--- src/rtl/seven_seg_pkg.sv ---
// Shared constants, pending-FSM state type and hex-to-segment decode for the
// eight-digit seven-segment display driver.
package seven_seg_pkg;

    localparam int unsigned NUM_DIGITS = 8;
    localparam logic [6:0]  SEG_BLANK  = 7'h7F;

    typedef enum logic {
        IDLE,
        PEND
    } pend_state_t;

    // Active-low {g,f,e,d,c,b,a} for a common-anode digit.
    function automatic logic [6:0] hex_to_seg(input logic [3:0] nibble);
        logic [6:0] seg;
        case (nibble)
            4'h0:    seg = 7'h40;
            4'h1:    seg = 7'h79;
            4'h2:    seg = 7'h24;
            4'h3:    seg = 7'h30;
            4'h4:    seg = 7'h19;
            4'h5:    seg = 7'h12;
            4'h6:    seg = 7'h02;
            4'h7:    seg = 7'h78;
            4'h8:    seg = 7'h00;
            4'h9:    seg = 7'h10;
            4'hA:    seg = 7'h08;
            4'hB:    seg = 7'h03;
            4'hC:    seg = 7'h46;
            4'hD:    seg = 7'h21;
            4'hE:    seg = 7'h06;
            default: seg = 7'h0E;
        endcase
        return seg;
    endfunction

endpackage

--- src/rtl/seven_seg_ctrl_scan.sv ---
// Refresh counter and digit index for the multiplexed display scan.
module digit_scan_timer #(
    parameter int unsigned REFRESH_CYCLES = 100000
) (
    input  logic       clk,
    input  logic       rst,
    output logic [2:0] index,
    output logic       tc,
    output logic       frame_boundary
);

    localparam int unsigned CW = (REFRESH_CYCLES > 2) ? $clog2(REFRESH_CYCLES) : 1;

    logic [CW-1:0] count_q;

    assign tc             = (count_q == CW'(REFRESH_CYCLES - 1));
    assign frame_boundary = tc && (index == 3'd7);

    always_ff @(posedge clk or posedge rst) begin
        if (rst) begin
            count_q <= '0;
            index   <= 3'd0;
        end else if (tc) begin
            count_q <= '0;
            index   <= index + 3'd1;
        end else begin
            count_q <= count_q + CW'(1);
        end
    end

endmodule

--- src/rtl/seven_seg_ctrl.sv ---
// Eight-digit hex display driver with tear-free frame-boundary updates and
// optional leading-zero blanking.
module seven_seg_ctrl
    import seven_seg_pkg::*;
#(
    parameter int unsigned REFRESH_CYCLES = 100000
) (
    input  logic        clk,
    input  logic        rst,
    input  logic [31:0] data_in,
    input  logic        load,
    input  logic        blank_lz,
    input  logic [7:0]  dp_in,
    input  logic        en,
    output logic [7:0]  anode,
    output logic [6:0]  segment,
    output logic        dp,
    output logic        update_ack
);

    logic [2:0]  index;
    logic        tc;
    logic        frame_boundary;

    pend_state_t state_q;
    logic [31:0] pend_q;
    logic [31:0] disp_q;
    logic        ack_q;

    digit_scan_timer #(
        .REFRESH_CYCLES(REFRESH_CYCLES)
    ) u_scan (
        .clk           (clk),
        .rst           (rst),
        .index         (index),
        .tc            (tc),
        .frame_boundary(frame_boundary)
    );

    // A load on the boundary cycle wins over any older pending value.
    always_ff @(posedge clk or posedge rst) begin
        if (rst) begin
            state_q <= IDLE;
            pend_q  <= '0;
            disp_q  <= '0;
            ack_q   <= 1'b0;
        end else begin
            ack_q <= 1'b0;
            case (state_q)
                IDLE: begin
                    if (load && frame_boundary) begin
                        disp_q <= data_in;
                        ack_q  <= 1'b1;
                    end else if (load) begin
                        pend_q  <= data_in;
                        state_q <= PEND;
                    end
                end
                PEND: begin
                    if (frame_boundary) begin
                        disp_q  <= load ? data_in : pend_q;
                        ack_q   <= 1'b1;
                        state_q <= IDLE;
                    end else if (load) begin
                        pend_q <= data_in;
                    end
                end
                default: state_q <= IDLE;
            endcase
        end
    end

    assign update_ack = ack_q;

    logic [NUM_DIGITS-1:0] lz_mask;
    logic [3:0]            nibble;
    logic                  blank;
    logic [7:0]            anode_d;
    logic [6:0]            segment_d;
    logic                  dp_d;

    // lz_mask[i] set when nibbles i..7 are all zero; digit 0 is never blanked.
    always_comb begin
        lz_mask = '0;
        for (int i = 1; i < NUM_DIGITS; i++) begin
            lz_mask[i] = ((disp_q >> (4 * i)) == 32'd0);
        end
    end

    always_comb begin
        nibble    = disp_q[{index, 2'b00} +: 4];
        blank     = !en || (blank_lz && lz_mask[index]);
        anode_d   = blank ? 8'hFF : ~(8'd1 << index);
        segment_d = blank ? SEG_BLANK : hex_to_seg(nibble);
        dp_d      = blank ? 1'b1 : ~dp_in[index];
    end

    always_ff @(posedge clk or posedge rst) begin
        if (rst) begin
            anode   <= 8'hFF;
            segment <= SEG_BLANK;
            dp      <= 1'b1;
        end else begin
            anode   <= anode_d;
            segment <= segment_d;
            dp      <= dp_d;
        end
    end

endmodule

--- config.mk ---
export PLATFORM = sky130hd
export DESIGN_NAME = seven_seg_ctrl
export DESIGN_NICKNAME = d
export VERILOG_FILES = /design/src/rtl/seven_seg_pkg.sv /design/src/rtl/seven_seg_ctrl_scan.sv /design/src/rtl/seven_seg_ctrl.sv
export SDC_FILE = /design/constraint.sdc
export NUM_CORES = 1
export LEC_CHECK = 0
export ABC_AREA = 0
export CORE_UTILIZATION = 47
export CTS_BUF_LIST = sky130_fd_sc_hd__clkbuf_4
export DETAILED_ROUTE_END_ITERATION = 16
export DONT_BUFFER_PORTS = 1
export PLACE_DENSITY_LB_ADDON = 0.25
export RECOVER_POWER = 50
export SYNTH_ARGS = -nofsm -noshare
export SYNTH_HDL_FRONTEND = slang
export SYNTH_SLANG_ARGS = --single-unit
--- constraint.sdc ---
create_clock -name clk -period 4.2 [get_ports clk]
set_input_delay 0.84 -clock clk [delete_from_list [all_inputs] [get_ports clk]]
set_output_delay 0.84 -clock clk [all_outputs]
set_load 0.01 [all_outputs]
Word-level counts from Yosys, hierarchy flattened

Memory sizes are Yosys's and may differ from the RTL's.
Cells that the tools add are included.

Flip-flop bits (word level): 102
Memory bits (read-only): 112
Input bits: 45
Output and inout bits: 17
Logic and storage cells: 60
Memories kept: 1

$add $sub $neg: 2
$lt $le $gt $ge: 1
Equality and inequality tests: 6
Shift-type cells: 2
Muxes and demuxes: 22
Bitwise logic cells: 3
Reduce and logical (&&, ||, !) cells: 14

Memory list:

| memory           | words | width | read ports | clocked after Yosys merged registers in | write ports | RTL line            | text |
|---|---|---|---|---|---|---|---|
| (name not given) | 16    | 7     | 1          | 0                                       | 0           | seven_seg_pkg.sv:16 | `case (nibble)` |

Operators with widths:

| operator                                                   | count |
|---|---|
| logical NOT 32 bit                                         | 7 |
| 2-to-1 mux 32 bit                                          | 5 |
| one-hot mux 32 bit (2 select lines)                        | 2 |
| variable part select 32 x 6 -> 4 bit                       | 1 |
| adder 17 x 1 -> 17 bit, second input constant              | 1 |
| equality test 17 bit, second input constant                | 1 |
| 2-to-1 mux 17 bit                                          | 1 |
| 2-to-1 mux 1 bit                                           | 8 |
| 2-to-1 mux 8 bit                                           | 1 |
| inequality test 2 bit, second input constant               | 4 |
| NOT 8 bit                                                  | 1 |
| left shift 1 x 3 -> 8 bit, first input constant            | 1 |
| 2-to-1 mux 7 bit                                           | 1 |
| binary-select mux 1 bit (select 3 bit)                     | 2 |
| less-than comparator 3 x 4 -> 1 bit, second input constant | 1 |
| one-hot mux 1 bit (2 select lines)                         | 2 |
| AND reduction 2 bit                                        | 2 |
| adder 3 x 1 -> 3 bit, second input constant                | 1 |
| equality test 3 bit, second input constant                 | 1 |
| logical AND 1 bit                                          | 3 |
| NOT 1 bit                                                  | 2 |
| logical NOT 1 bit                                          | 1 |
| logical OR 1 bit                                           | 1 |

Logic depth before layout (Yosys ltp)

Depth after elaboration: 6
Depth in mapped cells: 10
Mapped depth without buffers: 8

By module

A second synthesis with hierarchy kept.

Cells, all modules: 425
Area, all modules: 5028.6 µm²

By module, submodules not included:

| module           | instances | cells an instance | area each (µm²) | seq. area each (µm²) |
|---|---|---|---|---|
| seven_seg_ctrl   | 1         | 342               | 4035.1          | 2072.0 |
| digit_scan_timer | 1         | 83                | 993.5           | 500.5 |

Worst setup path before layout

No wires, ideal clock.

Path type: register -> register
Start point: register u_scan.index[1]
End point: register segment[4]
Library setup time: 0.084 ns
Arrival: 2.055 ns
Data required time: 4.116 ns
Path slack: 2.061 ns
Cell stages (with the launch flop): 8
Path buffers: 1
Period minus slack after synthesis: 2.139 ns
Cell sequence: dfrtp_1 > buf_2 > mux4_2 > mux2_2 > ha_1 > mux2_2 > nand2_1 > o211ai_2

Word-level cells in the longest chain between the ends: 5
Elaborated cells on any way between the ends: 7
Classes of those cells: 1 x shift; 3 x mux; 2 x reduce/logical; 1 x memory

Ends and longest elaborated chain:

| what                                                                             | RTL line                  | text |
|---|---|---|
| start: declaration                                                               | seven_seg_ctrl_scan.sv:7  | `output logic [2:0] index,` |
| start signal: assignment                                                         | seven_seg_ctrl_scan.sv:25 | `index <= index + 3'd1;` |
| parallel branches: the longest is 4 deep, another holds memory read (16 x 7 bit) | -                         |  |
| 2-to-1 mux 7 bit *                                                               | seven_seg_ctrl.sv:94      | `segment_d = blank ? SEG_BLANK : hex_to_seg(nibble);` |
| net segment_d[4]                                                                 | seven_seg_ctrl.sv:79      | `logic [6:0] segment_d;` |
| end signal: assignment                                                           | seven_seg_ctrl.sv:105     | `segment <= segment_d;` |
| end: declaration                                                                 | seven_seg_ctrl.sv:16      | `output logic [6:0] segment,` |

Mark *: on every way through the listed nets, which the timed path passes. The select of a mux whose other input is x is not followed.
A chain may end at the register's enable or synchronous reset.

==> metrics.cfg <==
[drt]
drc_errors = 0
via_count = 2925
drt_wl_total_mm = 8.80
wl_per_cell_um = 16.6
drt-initial-drc-count = 179
dr.pass1.iters = 4
vias_per_cell = 5.51
ant_nets = 0

[synth]
synth_top_family_by_area = multiplexers
synth_fp_nets = 459
synth-xor-area-share_pct = 2.72
ys_ff_latch = 102
yosysWarnings = 0
synthCells = 401
syn-cell-area_um2 = 4820
yosys.area_share.simple_pct = 10.4
avgSynthCellArea_um2 = 12.0
synth_adder_area_share_pct = 3.37
synth_mux_area_share_pct = 21.2
synthDistinctLibCells = 44
ys_seq_area_share_pct = 53.3
synth-compound-area-share_pct = 6.15

[setup_path]
path_cells = inv_1
crit_family = buffers and inverters
path_buf_inv = 1
critPathMaxFanout = 78
end_kind = async pin
crit_type = primary input to async pin
cp.required_ns = 4.19
crit_path_start_kind = primary input
crit_arrival_ns = 2.85
slowest_stage = inv_1
cp_slowest_stage_delay_ns = 1.96

[timing]
fin_ws_ns = 1.34
hold_viol = 0
min_period_ns = 2.86
finalSetupViolCount = 0
tns_ns = 0
period_share_pct = 68.0
fmax_mhz = 350
skew_ns = 0.0180
drv_slew = 79
slew_headroom_pct = -88.1
whs_ns = 0.471
worst_pin_slew_ns = 2.82
rsz0062_at_grt = no

[cts]
numCtsBuffers = 9
cts_tree = built
cts-root-buf = clkbuf_4
clk_pin_slew_worst_paths_ns = 0.15
cts_hold_buf = 0
htree_levels = 3
cts.sinks = 102
post_cts_resized = 0
cts_setup_buffers = 0
worstSkewPairLatency_ns = 0.46
clockBufferDepth = 2

[floorplan]
die_area_um2 = 10700
die_w_um = 103
rows = 36
initial_core_util_pct = 48.9
die-height_um = 103
fp.coreArea_um2 = 9860
ios = 62

[flow_run]
drv_cap = 1

[global_route]
antenna_found_initial = 1
overflow = 0
grt_use_total_pct = 18.9
grt_pass1_vias = 2996
grt_max_degree = 79
grt_pass1_wl_mm = 15.1

[cells_and_area]
fin_util_pct = 51.3
drive_gt1_share_pct = 14.1
area.sequential_um2 = 2570
fin_nets = 450
multi_input_area_um2 = 2120
synthToLayoutAreaGrowth_pct = 5.01
fillerInstances = 844

[status]
outcome = complete, but fails checks
violations = max-capacitance violations, max-slew violations

[power]
p_leak_nw = 2.27
powerDensity_nw_per_um2 = 332
ir_drop_mv = 0.140
power_w = 0.00168

[placed_design]
numPortBuffers = 0
dp_slack_ns = 1.66
hpwl_mm = 6.35
gp_congestion = 0.878

[worst_hold_path]
hp-class = register to register

-- placed cells by master, fill, tap and decap left out, types with 2 or more instances in the layout --
cell type | synthesis | routed
nor2_1 | 44 | 44
o21ai_0 | 2 | 2
xor2_1 | 7 | 7
o221ai_1 | 3 | 3
and2_1 | 2 | 2
inv_1 | 3 | 3
nand2b_1 | 5 | 4
dfstp_2 | 16 | 16
xnor2_1 | 8 | 8
buf_4 | 0 | 3
nand2_1 | 19 | 19
clkinv_4 | 0 | 2
inv_2 | 4 | 4
a21oi_1 | 37 | 37
mux2_2 | 2 | 2
nand3_1 | 12 | 12
mux2i_1 | 38 | 38
mux4_2 | 10 | 10
mux2_1 | 33 | 33
inv_8 | 0 | 2
nand4_1 | 2 | 2
inv_6 | 0 | 2
ha_1 | 13 | 13
nor4_1 | 8 | 8
clkbuf_4 | 0 | 9
and4_1 | 2 | 2
o21ai_1 | 3 | 3
and3_1 | 2 | 2
dfrtp_1 | 86 | 86
-- cells in the mapped netlist --
cell	n	area share [%]
dfrtp_1	86	45
nor2_1	44	3.4
mux2i_1	38	7.9
a21oi_1	37	3.8
mux2_1	33	7.7
nand2_1	19	1.5
dfstp_2	16	8.7
ha_1	13	3.4
buf_2	12	1.2
nand3_1	12	1.2
mux4_2	10	4.7
nor4_1	8	1.0
xnor2_1	8	1.5
clkbuf_1	7	0.54
xor2_1	7	1.3
nand2b_1	5	0.65
inv_2	4	0.31
buf_1	3	0.23
inv_1	3	0.23
o21ai_1	3	0.31
o221ai_1	3	0.54
and2_1	2	0.26
and3_1	2	0.26
and4_1	2	0.36
mux2_2	2	0.47
nand4_1	2	0.26
o21ai_0	2	0.21
or2_1	2	0.26
a21boi_1	1	0.16
a2bb2oi_1	1	0.18
a31oi_1	1	0.13
and4b_1	1	0.21
buf_6	1	0.23
mux2i_4	1	0.47
nand4bb_1	1	0.23
nor2b_1	1	0.13
nor4bb_1	1	0.21
o211ai_1	1	0.16
o211ai_2	1	0.26
o22ai_1	1	0.13
o41a_1	1	0.23
or2_2	1	0.13
or3_1	1	0.13
or4_1	1	0.16
-- through the flow --
step | cell area [um2] | cells
floorplan | 4820 | 401
global placement | 4910 | 514
detailed placement | 4910 | 514
CTS | 5060 | 530
global route | 5060 | 531
finish | 5060 | 531
-- state kept, by name, summed over array words and instances (netlist names) --
register	cells
disp_q	32
pend_q	32
u_scan.count_q	17
anode	8
segment	7
u_scan.index	3
dp	1
state_q	1
update_ack	1
-- cell type report --
cell class,instances,area share [%]
timing repair buffer,3,0.445
clock buffer,9,1.33
clock inverter,7,1.73
inverter,7,0.519
antenna,1,0.0494
tap,133,3.29
multi-input combinational,269,41.8
sequential,102,50.8
-- path summary, 6_finish.rpt --
| kind | slack, ns | startpoint | cells after the start | endpoint |
|---|---|---|---|---|
| max | 1.34 | rst | 1 | pend_q[5] |
| min | 0.47 | u_scan.count_q[0] | 1 | u_scan.count_q[0] |
| max reg2reg | 1.70 | u_scan.index[1] | 5 | segment[3] |
| min reg2reg | 0.47 | u_scan.count_q[0] | 1 | u_scan.count_q[0] |
| max in group clk | 1.70 | u_scan.index[1] | 5 | segment[3] |
| min in group asynchronous | 1.27 | rst | 1 | pend_q[3] |
-- report_power, final --
| group | internal [W] | switching, W | leakage (nW) |
|---|---|---|---|
| Clock | 0.000197 | 0.000349 | 0.0849 |
| Combinational | 0.0000424 | 0.0000535 | 0.903 |
| Sequential | 0.00102 | 0.0000174 | 1.28 |
-- logic make-up after synthesis --
| kind of cell | Yosys count |
|---|---|
| flip-flops | 102 |
| buffers and inverters | 30 |
| AND/OR/NAND/NOR | 105 |
| AO/OA/AOI/OAI | 52 |
| adder cells (fa/ha/maj) | 13 |
| XOR/XNOR | 15 |
| multiplexers | 84 |
-- routing by layer --
metal | GRT usage [%] | share of wire, %
met5 | 0 | 0
met4 | 8.56 | 2.9
met3 | 4.77 | 5.2
met2 | 28.5 | 45
met1 | 26.0 | 47
No activity file was read; power rests on OpenSTA's default activity.
